**config.mk**
```make
export PLATFORM = sky130hd
export DESIGN_NAME = uart_cmd_responder
export DESIGN_NICKNAME = d
export VERILOG_FILES = /design/src/rtl/uart_cmd_responder.sv
export SDC_FILE = /design/constraint.sdc
export NUM_CORES = 1
export LEC_CHECK = 0
export ABC_AREA = 1
export ABC_CLOCK_PERIOD_IN_PS = 4960
export CORE_MARGIN = 10
export CORE_UTILIZATION = 40
export DETAILED_ROUTE_END_ITERATION = 8
export PLACE_DENSITY = 0.66
export SETUP_SLACK_MARGIN = 0.1
export SLEW_MARGIN = 20
export SYNTH_ARGS = -nofsm -noshare
export SYNTH_HDL_FRONTEND = slang
export SYNTH_SLANG_ARGS = --single-unit
```
**constraint.sdc**
```tcl
create_clock -name clk -period 4.96 [get_ports clk]
set_clock_uncertainty 0.15 [all_clocks]
set_input_delay 0.992 -clock clk [delete_from_list [all_inputs] [get_ports clk]]
set_output_delay 0.992 -clock clk [all_outputs]
set_load 0.02 [all_outputs]
```
**src/rtl/uart_cmd_responder.sv**
```systemverilog
// Byte-stream command responder: READ / WRITE / ECHO against a small register file.
// Defining UART_CMD_TIMEOUT_EN adds an inter-byte timeout; the default build waits forever.
module uart_cmd_responder #(
    parameter int DATA_WIDTH     = 8,
    parameter int REG_DEPTH      = 16,
    parameter int TIMEOUT_CYCLES = 100000
) (
    input  logic                  clk,
    input  logic                  rst,
    input  logic [DATA_WIDTH-1:0] rx_data,
    input  logic                  rx_valid,
    output logic                  rx_ready,
    output logic [DATA_WIDTH-1:0] tx_data,
    output logic                  tx_valid,
    input  logic                  tx_ready,
    output logic                  busy
);

    localparam int AW = $clog2(REG_DEPTH);
    localparam logic [DATA_WIDTH-1:0] OP_READ  = DATA_WIDTH'(8'h01);
    localparam logic [DATA_WIDTH-1:0] OP_WRITE = DATA_WIDTH'(8'h02);
    localparam logic [DATA_WIDTH-1:0] OP_ECHO  = DATA_WIDTH'(8'h03);
    localparam logic [DATA_WIDTH-1:0] RESP_ERR = DATA_WIDTH'(8'hEE);
    localparam logic [DATA_WIDTH-1:0] RESP_OK  = DATA_WIDTH'(8'hAA);

    typedef enum logic [1:0] {IDLE, GET_ADDR, GET_DATA, SEND} state_t;

    state_t                state;
    logic                  is_write;
    logic [AW-1:0]         addr;
    logic [DATA_WIDTH-1:0] regs [REG_DEPTH];
    logic                  rx_fire;
    logic                  addr_bad;
    logic                  timed_out;

    assign rx_fire  = rx_valid && rx_ready;
    assign addr_bad = (rx_data >> AW) != '0;

`ifdef UART_CMD_TIMEOUT_EN
    localparam int CW = (TIMEOUT_CYCLES > 2) ? $clog2(TIMEOUT_CYCLES) : 1;
    logic [CW-1:0] idle_cnt;

    assign timed_out = (idle_cnt == CW'(TIMEOUT_CYCLES - 1));

    // Counts cycles without a byte while mid-command; any handshake restarts it.
    always_ff @(posedge clk or posedge rst) begin
        if (rst)
            idle_cnt <= '0;
        else if ((state == GET_ADDR || state == GET_DATA) && !rx_fire && !timed_out)
            idle_cnt <= idle_cnt + 1'b1;
        else
            idle_cnt <= '0;
    end
`else
    assign timed_out = 1'b0;
`endif

    always_ff @(posedge clk or posedge rst) begin
        if (rst) begin
            state    <= IDLE;
            rx_ready <= 1'b0;
            tx_valid <= 1'b0;
            tx_data  <= '0;
            busy     <= 1'b0;
            is_write <= 1'b0;
            addr     <= '0;
            for (int i = 0; i < REG_DEPTH; i++) regs[i] <= '0;
        end else begin
            case (state)
                IDLE: begin
                    rx_ready <= 1'b1;
                    if (rx_fire) begin
                        busy     <= 1'b1;
                        is_write <= (rx_data == OP_WRITE);
                        if (rx_data == OP_READ || rx_data == OP_WRITE) begin
                            state <= GET_ADDR;
                        end else if (rx_data == OP_ECHO) begin
                            state <= GET_DATA;
                        end else begin
                            state    <= SEND;
                            rx_ready <= 1'b0;
                            tx_valid <= 1'b1;
                            tx_data  <= RESP_ERR;
                        end
                    end
                end
                GET_ADDR: begin
                    if (rx_fire) begin
                        if (!addr_bad && is_write) begin
                            addr  <= rx_data[AW-1:0];
                            state <= GET_DATA;
                        end else begin
                            state    <= SEND;
                            rx_ready <= 1'b0;
                            tx_valid <= 1'b1;
                            tx_data  <= addr_bad ? RESP_ERR : regs[rx_data[AW-1:0]];
                        end
                    end else if (timed_out) begin
                        state    <= SEND;
                        rx_ready <= 1'b0;
                        tx_valid <= 1'b1;
                        tx_data  <= RESP_ERR;
                    end
                end
                GET_DATA: begin
                    if (rx_fire) begin
                        if (is_write) regs[addr] <= rx_data;
                        state    <= SEND;
                        rx_ready <= 1'b0;
                        tx_valid <= 1'b1;
                        tx_data  <= is_write ? RESP_OK : rx_data;
                    end else if (timed_out) begin
                        // A timed-out WRITE never touches the register file.
                        state    <= SEND;
                        rx_ready <= 1'b0;
                        tx_valid <= 1'b1;
                        tx_data  <= RESP_ERR;
                    end
                end
                SEND: begin
                    if (tx_ready) begin
                        state    <= IDLE;
                        tx_valid <= 1'b0;
                        busy     <= 1'b0;
                        rx_ready <= 1'b1;
                    end
                end
                default: state <= IDLE;
            endcase
        end
    end

endmodule

```
==> results of run 1 <==
## power breakdown
group          leakage (nW)  internal (mW)  total (mW)  switching [mW]
combinational          1.61         0.0315       0.137           0.105
clock                 0.299          0.885        1.39           0.506
sequential             2.00           1.19        1.19               0
## routing by layer
metal | share of wire, % | GRT usage (%)
met1 | 46 | 20.3
met2 | 47 | 24.3
met3 | 5.5 | 4.30
met4 | 2.3 | 6.07
met5 | 0 | 0
## sequential cells by signal, indices dropped and copies added (netlist names)
signal,count
rx_ready,1
regs,128
is_write,1
addr,4
tx_data,8
busy,1
tx_valid,1
state,2
## final timing paths
check | depth (start not counted) | slack, ps | endpoint | startpoint
max reg2reg | 9 | 2500 | regs[92] | state[0]
max | 9 | 1720 | tx_data[4] | rx_data[3]
max in group asynchronous | 3 | 3070 | tx_data[7] | rst
min reg2reg | 2 | 330 | regs[54] | regs[54]
min in group asynchronous | 2 | 650 | regs[24] | rst
min | 2 | 330 | regs[54] | regs[54]
## through the flow
step           utilization [%]  setup WS [ps]  instances  instance area, sq um  power [mW]
5_1_grt                   45.6           1540       1209                  8170        2.81
3_3_place_gp              42.0           1440       1177                  7530        1.35
2_1_floorplan                -           1980        969                  7280        1.30
3_5_place_dp              42.0           1330       1177                  7530        1.35
6_report                  45.6           1720       1209                  8170        2.72
4_1_cts                   45.6           1780       1209                  8170        2.75
## cells in the final DEF, fill, tap and decap left out, drive strengths merged
cell,Yosys,final
a21oi,16,16
clkinvlp,0,6
clkdlybuf4s50,0,21
nor3,6,6
clkbuf,19,21
nand3,58,58
o21ai,140,140
nand2,377,377
dfrtp,146,146
o31ai,2,2
inv,101,102
nand4,5,5
bufinv,0,4
buf,33,10
clkinv,1,1
or2,2,2
o211ai,5,5
ha,5,5
nor2,53,53
## cells by family (layout without fill, tap and decap cells)
kind of cell | after synthesis | after routing
compound gates | 163 | 163
buf+inv | 154 | 165
fa+ha+maj | 5 | 5
flops | 146 | 146
simple gates | 501 | 501
## worst min-delay path: stages, from the launching register on
cell and delay [ps]:
dfrtp_1 340, nand2_1 50, o21ai_0 60
## area by class of cell
type / count / area (sq um) / share of cell area (%)
flip-flops and latches: 146 / 3650 / 44.7
multi-input cells: 669 / 2900 / 35.5
clock buffers: 21 / 470 / 5.76
inverters: 102 / 387 / 4.73
repair buffers: 31 / 295 / 3.61
well taps: 229 / 287 / 3.51
clock inverters: 11 / 175 / 2.14
==> results by stage, run 1 <==
Setup path:
- The worst setup path is captured at a register.
- The peak per-stage delay on the critical path is 620 ps.
- At the worst endpoint, the arrival time is 3410 ps.
- The critical path contains buffers and inverters numbering 2 combined.
- Among cell families on the critical path, the largest total delay comes from simple AND/OR/NAND/NOR gates.
- STA classifies the critical path startpoint as an input port.
- The most common cell type on the critical path is nand2_1.
- Along the worst path, the maximum fanout reaches 20.
- The required arrival time at the worst endpoint is 5130 ps.
- The signal on the critical path passes through clkdlybuf4s50_1, inv_1, nand2_1, nor2_1, nand2_1, nand3_2, nor2_1, nand2_1, nand2_1.
- By startpoint and endpoint, the worst setup path is classified as in2reg.
- The slowest stage of the critical path belongs to the cell clkdlybuf4s50_1.

Yosys:
- Counting every instance in the synthesized netlist gives 969.
- The most frequently used cell type in the post-synthesis netlist is nand2_1.
- Yosys mapped a number of flops with a built-in enable equal to 0.
- The number of different library cells in the post-synthesis netlist is 24.
- The synthesized net count is 986.
- The multiplexer fraction of the synthesized cell area is 0%.
- Each instance of the synthesized netlist takes up on average 7.51 sq um.
- By area the synthesized netlist is led by dfrtp_1, nand2_1, o21ai_0, inv_1, nand3_1.
- Of all flip-flops after synthesis, the portion carrying an async set or reset was 100%.
- In this run, synthesis produced a sequential element count of 146.
- The largest total area in the synthesized netlist belongs to dfrtp_1.
- Of the total synthesized cell area, the portion taken by XOR and XNOR cells is 0%.
- Of the total synthesized cell area, the portion taken by full adders, half adders and majority gates is 0.860%.
- The proportion of netlist area held by the largest area contributor is 50.2%.
- Of the synthesized area, sequential elements account for 50.2%.
- Summing the areas of all and, or, nand and nor instances in the mapped netlist gives 27.6% of the synthesized area.
- In this run the cell area of the synthesized design comes to 0.00728 sq mm.
- Among all flip-flop cells after synthesis, the most frequent one is dfrtp_1.
- Sorting the synthesized cells by how often they occur yields nand2_1, dfrtp_1, o21ai_0, inv_1, nand3_1.
- By area, the combinational part of the netlist is dominated by simple AND/OR/NAND/NOR gates.
- The complex-gate fraction of the synthesized area is 11.5%.
- During synthesis, Yosys emitted a total of 0 warnings.

STA:
- The final hold violation count is 0.
- The number of pins exceeding their max-slew limit in the final report came to 0.
- At the pin with the least slew margin, the transition time is 778 ps.
- Adding up every negative setup slack in the final design gives 0 ps.
- The final period demand of the worst path is 3240 ps.
- The remaining max-slew budget at the tightest pin is 48.1%.
- In the finished design, the share of the clock period the worst path needs comes to 65.3%.
- The minimum hold slack is 326 ps.
- Setup repair after global routing left no endpoint under its margin.
- The total setup violations reported at the end of the flow is 0.
- Based on the critical path, the design can be clocked at up to 0.309 GHz.

Routing:
- The number of DRC markers after the initial detailed-route iteration is 528.
- In the routed layout, each cell is associated on average with a via count of 5.01.
- For this run, the detailed router's first-pass iteration total came to 5.
- The number of routed nets with antenna violations is 0.
- The routed layout has 6053 vias.
- The total detailed-routing wirelength is 18100 um.
- In the routed design, unresolved DRC markers number 0.
- The post-detailed-route wirelength per cell is 14.9 um.

Floorplanning:
- The overall die width is 155 um.
- The standard-cell row count is 49.
- The floorplan step set the die height to 155 um.
- For this configuration, the core starts out at a cell density of 40.6%.
- Pin placement for this block handled 23 I/O pins.
- The floorplan die area is 0.0240 sq mm.
- After floorplanning, the core was sized to cover 0.0179 sq mm.

GRT:
- The number of global-route vias before repair was 5759.
- The total grt overflow is 0.
- In the global route stage, overall resource usage came out at 15.7%.
- The first global-routing pass estimated 30400 um of wire.
- Entering global routing, the biggest net connects 146 pins.
- The initial antenna violation count was 0.

Layout:
- The number of antenna repair diodes is 0.
- The area overhead of the layout relative to synthesis is 12.3%.
- The number of nets at the end of the flow is 984.
- Of the cells placed in the final design, the portion with a size suffix greater than 1 is 5.31%.
- Counting the fill cells in the layout gives 1789.

Placed design:
- The last weighted congestion value of the routability-driven placer is 0.886.
- In this run the tool buffered the top-level ports with 22 buffer cells.
- The total half-perimeter wirelength after legalization and detailed placement is 11300 um.

Power and ir drop:
- The maximum resistive drop on vdd is 0.218 mV.
- For this design the ratio of total power to cell area is 333 mW/mm^2.
- The analysis attributes to cell leakage a power of 3.91 nW.

Clock network:
- The library cell used as clock root buffer is clkbuf_16.
- The number of buffers added by the clock tree synthesis step is 17.
- After clock tree synthesis, the clock-pin slew on the worst setup and hold paths is 60 ps.
- In this run the deepest clock path goes through 2 buffers.
- The clock net in this run drives a total of 146 sinks.
- The post-CTS setup buffer count is 0.
- The number of gates resized after CTS was 0.
- The H-tree depth is 4.
- For the worst-skew pair, the clock arrives at the later sink with an insertion delay of 430 ps.
- TritonCTS built the clock tree.
- The count of hold-fix buffers inserted at cts is 0.

Worst hold path:
- The type of the worst min-delay path is reg2reg.

Job:
- The number of max-cap violations is 0.

Run status:
- The run finished with clean final reports.
(Power assumes the default switching activity.)
==> inputs of run 2 (changes only) <==
- ABC_CLOCK_PERIOD_IN_PS: 4960 -> 3050
- PLACE_DENSITY: 0.66 -> 0.64
- clock period: 4.96 -> 3.05 ns (I/O delays scaled with it)
==> run 2 against run 1 <==
- count of clock-buffer cells in the layout down 1
- first-iteration DRC count is 8.0% lower
- sequential share of layout area shrank 0.25 points
- final area rose by 0.55%
- worst setup slack got worse by 1100 ps
- sequential power rose by 63%
- core utilization increased by 0.25 points
- via count is 0.66% lower
==> results by stage, run 2 (synthesis gave the netlist of run 1 again) <==
STA:
- For this run, the top clock speed supported by timing is 0.418 GHz.
- The transition time at the pin with the least slew margin is 519 ps.
- Final hold analysis gives a worst-case slack of 326 ps.
- The post-route clock period utilization is 78.4%.
- Setup slack on the critical path of the routed design comes to 660 ps.
- Setup repair after global routing left no endpoint under its margin.
- In this run the tightest slew margin relative to its limit is 65.3%.
- The final hold violation count is 0.
- The number of pins exceeding their max-slew limit in the final report is 0.
- For the final routed database, the setup TNS stands at 0 ps.
- The final period demand of the worst path is 2390 ps.
- The total setup violations reported at the end of the flow is 0.

Job:
- The tool flagged a number of max-cap violations equal to 0.

Clock network:
- The count of hold-fix buffers inserted at cts is 0.
- The clock net in this run drives a total of 146 sinks.
- The number of setup buffers added after CTS is 0.
- No sink is reached through more buffers than the 2 on the longest clock path.
- Clock-pin slew was measured on the worst setup and hold paths at 60 ps.
- At the later pin of the worst-skew pair, clock insertion delay measures 430 ps.
- Gates resized during post-CTS repair numbered 0.
- Clock tree synthesis selected as its root buffer the cell clkbuf_16.
- TritonCTS built the clock tree.
- The H-tree depth is 4.
- The number of buffers added by the clock tree synthesis step is 17.

Setup path:
- The buffer and inverter count on the worst path is 2.
- The slowest stage of the critical path belongs to the cell dfrtp_1.
- The required arrival time at the worst endpoint is 3230 ps.
- The setup path with the least slack is of type reg2reg.
- STA classifies the critical path startpoint as a register.
- The critical path goes through inv_1, ha_1, nand2_2, nor2_1, inv_1, nor3_2, nand2_1, o21ai_0.
- Among the stages of the critical path, the cell type that occurs most often is inv_1.
- The type of destination of the critical path is a register.
- On the worst path, the slowest cell contributes a delay of 410 ps.
- The arrival time at the worst endpoint is 2570 ps.
- The kind of cell with the highest combined delay along the critical path is simple AND/OR/NAND/NOR gates.
- In this run the worst path has a maximum fanout of 16.

Worst hold path:
- The tightest min-delay check is of the reg2reg type.

GRT:
- The most heavily used metal layer in global routing is met2.
- In the global route stage, met3 resource usage came out at 3.80%.
- The initial antenna violation count is 0.
- Global routing used 25.0% of the available met2 tracks.
- The total overflow left after global routing is 0.
- Entering global routing, the biggest net connects 80 pins.
- The aggregate global-route resource usage is 15.8%.
- The number of global-route vias before repair is 5773.
- The first global-routing pass estimated 30600 um of wire.
- The met1 track utilization from global routing is 20.9%.

Placed design:
- The number of port buffers is 22.
- After detailed placement, the total cell area comes to 0.00764 sq mm.
- At the end of routability-driven placement, the weighted congestion stood at 0.834.
- After legalization and detailed placement, the total HPWL measured 11600 um.
- Prior to clock tree synthesis, the placed netlist has a worst setup slack of 308 ps.

Layout:
- With fillers left out, the area of the finished cells amounts to 0.00822 sq mm.
- The layout cell share with drive strength beyond 1 is 5.79%.
- The number of nets at the end of the flow is 991.
- The number of antenna repair diodes is 0.
- Leaving out fill and tap cells, the most frequent cells in the layout are nand2_1, dfrtp_1, o21ai_0.
- Leaving out fill and tap cells, the most frequent cell in the layout is nand2_1.
- The area overhead of the layout relative to synthesis is 12.9%.
- The number of filler cells placed in the layout is 1808.
- The number of flip-flops under the largest register name is 128.
- In the final layout, the registers with the most flip-flops are regs x128, tx_data x8, addr x4.
- The register with the most flip-flops in the final layout is regs.

Power and ir drop:
- IR analysis of the VDD net gives a maximum drop of 0.365 mV.
- For this design the static power due to leakage is 3.94 nW.
- Power comes to 4.22 mW.
- Summed over all nets, the switching power comes to 0.968 mW.
- For this design the ratio of total power to cell area is 514 mW/mm^2.
- The relative contribution of the clock network to total power is 48.3%.
- In this run switching power makes up 22.9% of total power.
- The internal portion of the total power is 3.25 mW.
- The share of power burned in combinational logic is 5.8%.
- The sequential share of power is 45.9%.

Floorplanning:
- The vertical die dimension is 155 um.
- The overall die width is 155 um.
- The core region area is 0.0179 sq mm.
- For this configuration, the core starts out at a cell density of 40.6%.
- During I/O placement, the number of pins put on the boundary was 23.
- The floorplan has 49 rows.
- The floorplan die area is 0.0240 sq mm.

Routing:
- The number of DRC markers after the initial detailed-route iteration is 486.
- In this run the remaining antenna-violating nets after routing total 0.
- The number of vias after detailed routing is 6013.
- The detailed-route DRC error count is 0.
- The total detailed-routing wirelength is 18500 um.
- The pre-antenna-repair detailed-routing pass consisted of 5 iterations.
- After detailed routing, the number of vias per cell comes to 4.96.
- The post-detailed-route wirelength per cell is 15.3 um.

Run status:
- The run finished with clean final reports.
run 2: final timing paths:
kind / to / slack, ps / cells after the start / startpoint
worst max-delay path: regs[30] / 660 / 8 / state[0]
worst min-delay path: regs[50] / 330 / 2 / regs[50]
worst max register to register: regs[30] / 660 / 8 / state[0]
worst min register to register: regs[50] / 330 / 2 / regs[50]
max in group asynchronous: regs[112] / 1840 / 3 / rst
min in group asynchronous: regs[74] / 510 / 3 / rst
run 2: layer usage:
metal  vias to the layer above  wire [um]
li1                       3037          -
met1                      2837       8740
met2                       119       8680
met3                        20        865
met4                         0        236
met5                         -          0
run 2: worst min-delay path, stage by stage, from the launching register on:
cell	delay (ps)
dfrtp_1	330
nand2_1	50
o21ai_0	60
run 2: final cells by class:
type	count	area, sq um	area share (%)
well taps	229	287	3.49
flip-flops and latches	146	3650	44.5
multi-input cells	669	2900	35.3
repair buffers	38	410	4.99
inverters	102	387	4.71
clock buffers	20	467	5.68
clock inverters	9	109	1.32
run 2: power by group through the flow:
stage               clock network (mW)  registers [mW]  logic [mW]
finish                            2.04            1.94       0.243
detailed placement                   0            1.97       0.246
global route                      2.17            1.94       0.269
CTS                               2.08            1.94       0.247
global placement                     0            1.97       0.247
floorplan                            0            1.97       0.141
run 2: through the flow:
stage,util [%],instances
after floorplan,-,969
after global placement,42.7,1184
after detailed placement,42.7,1184
after CTS,45.9,1213
after global routing,45.9,1213
final,45.9,1213
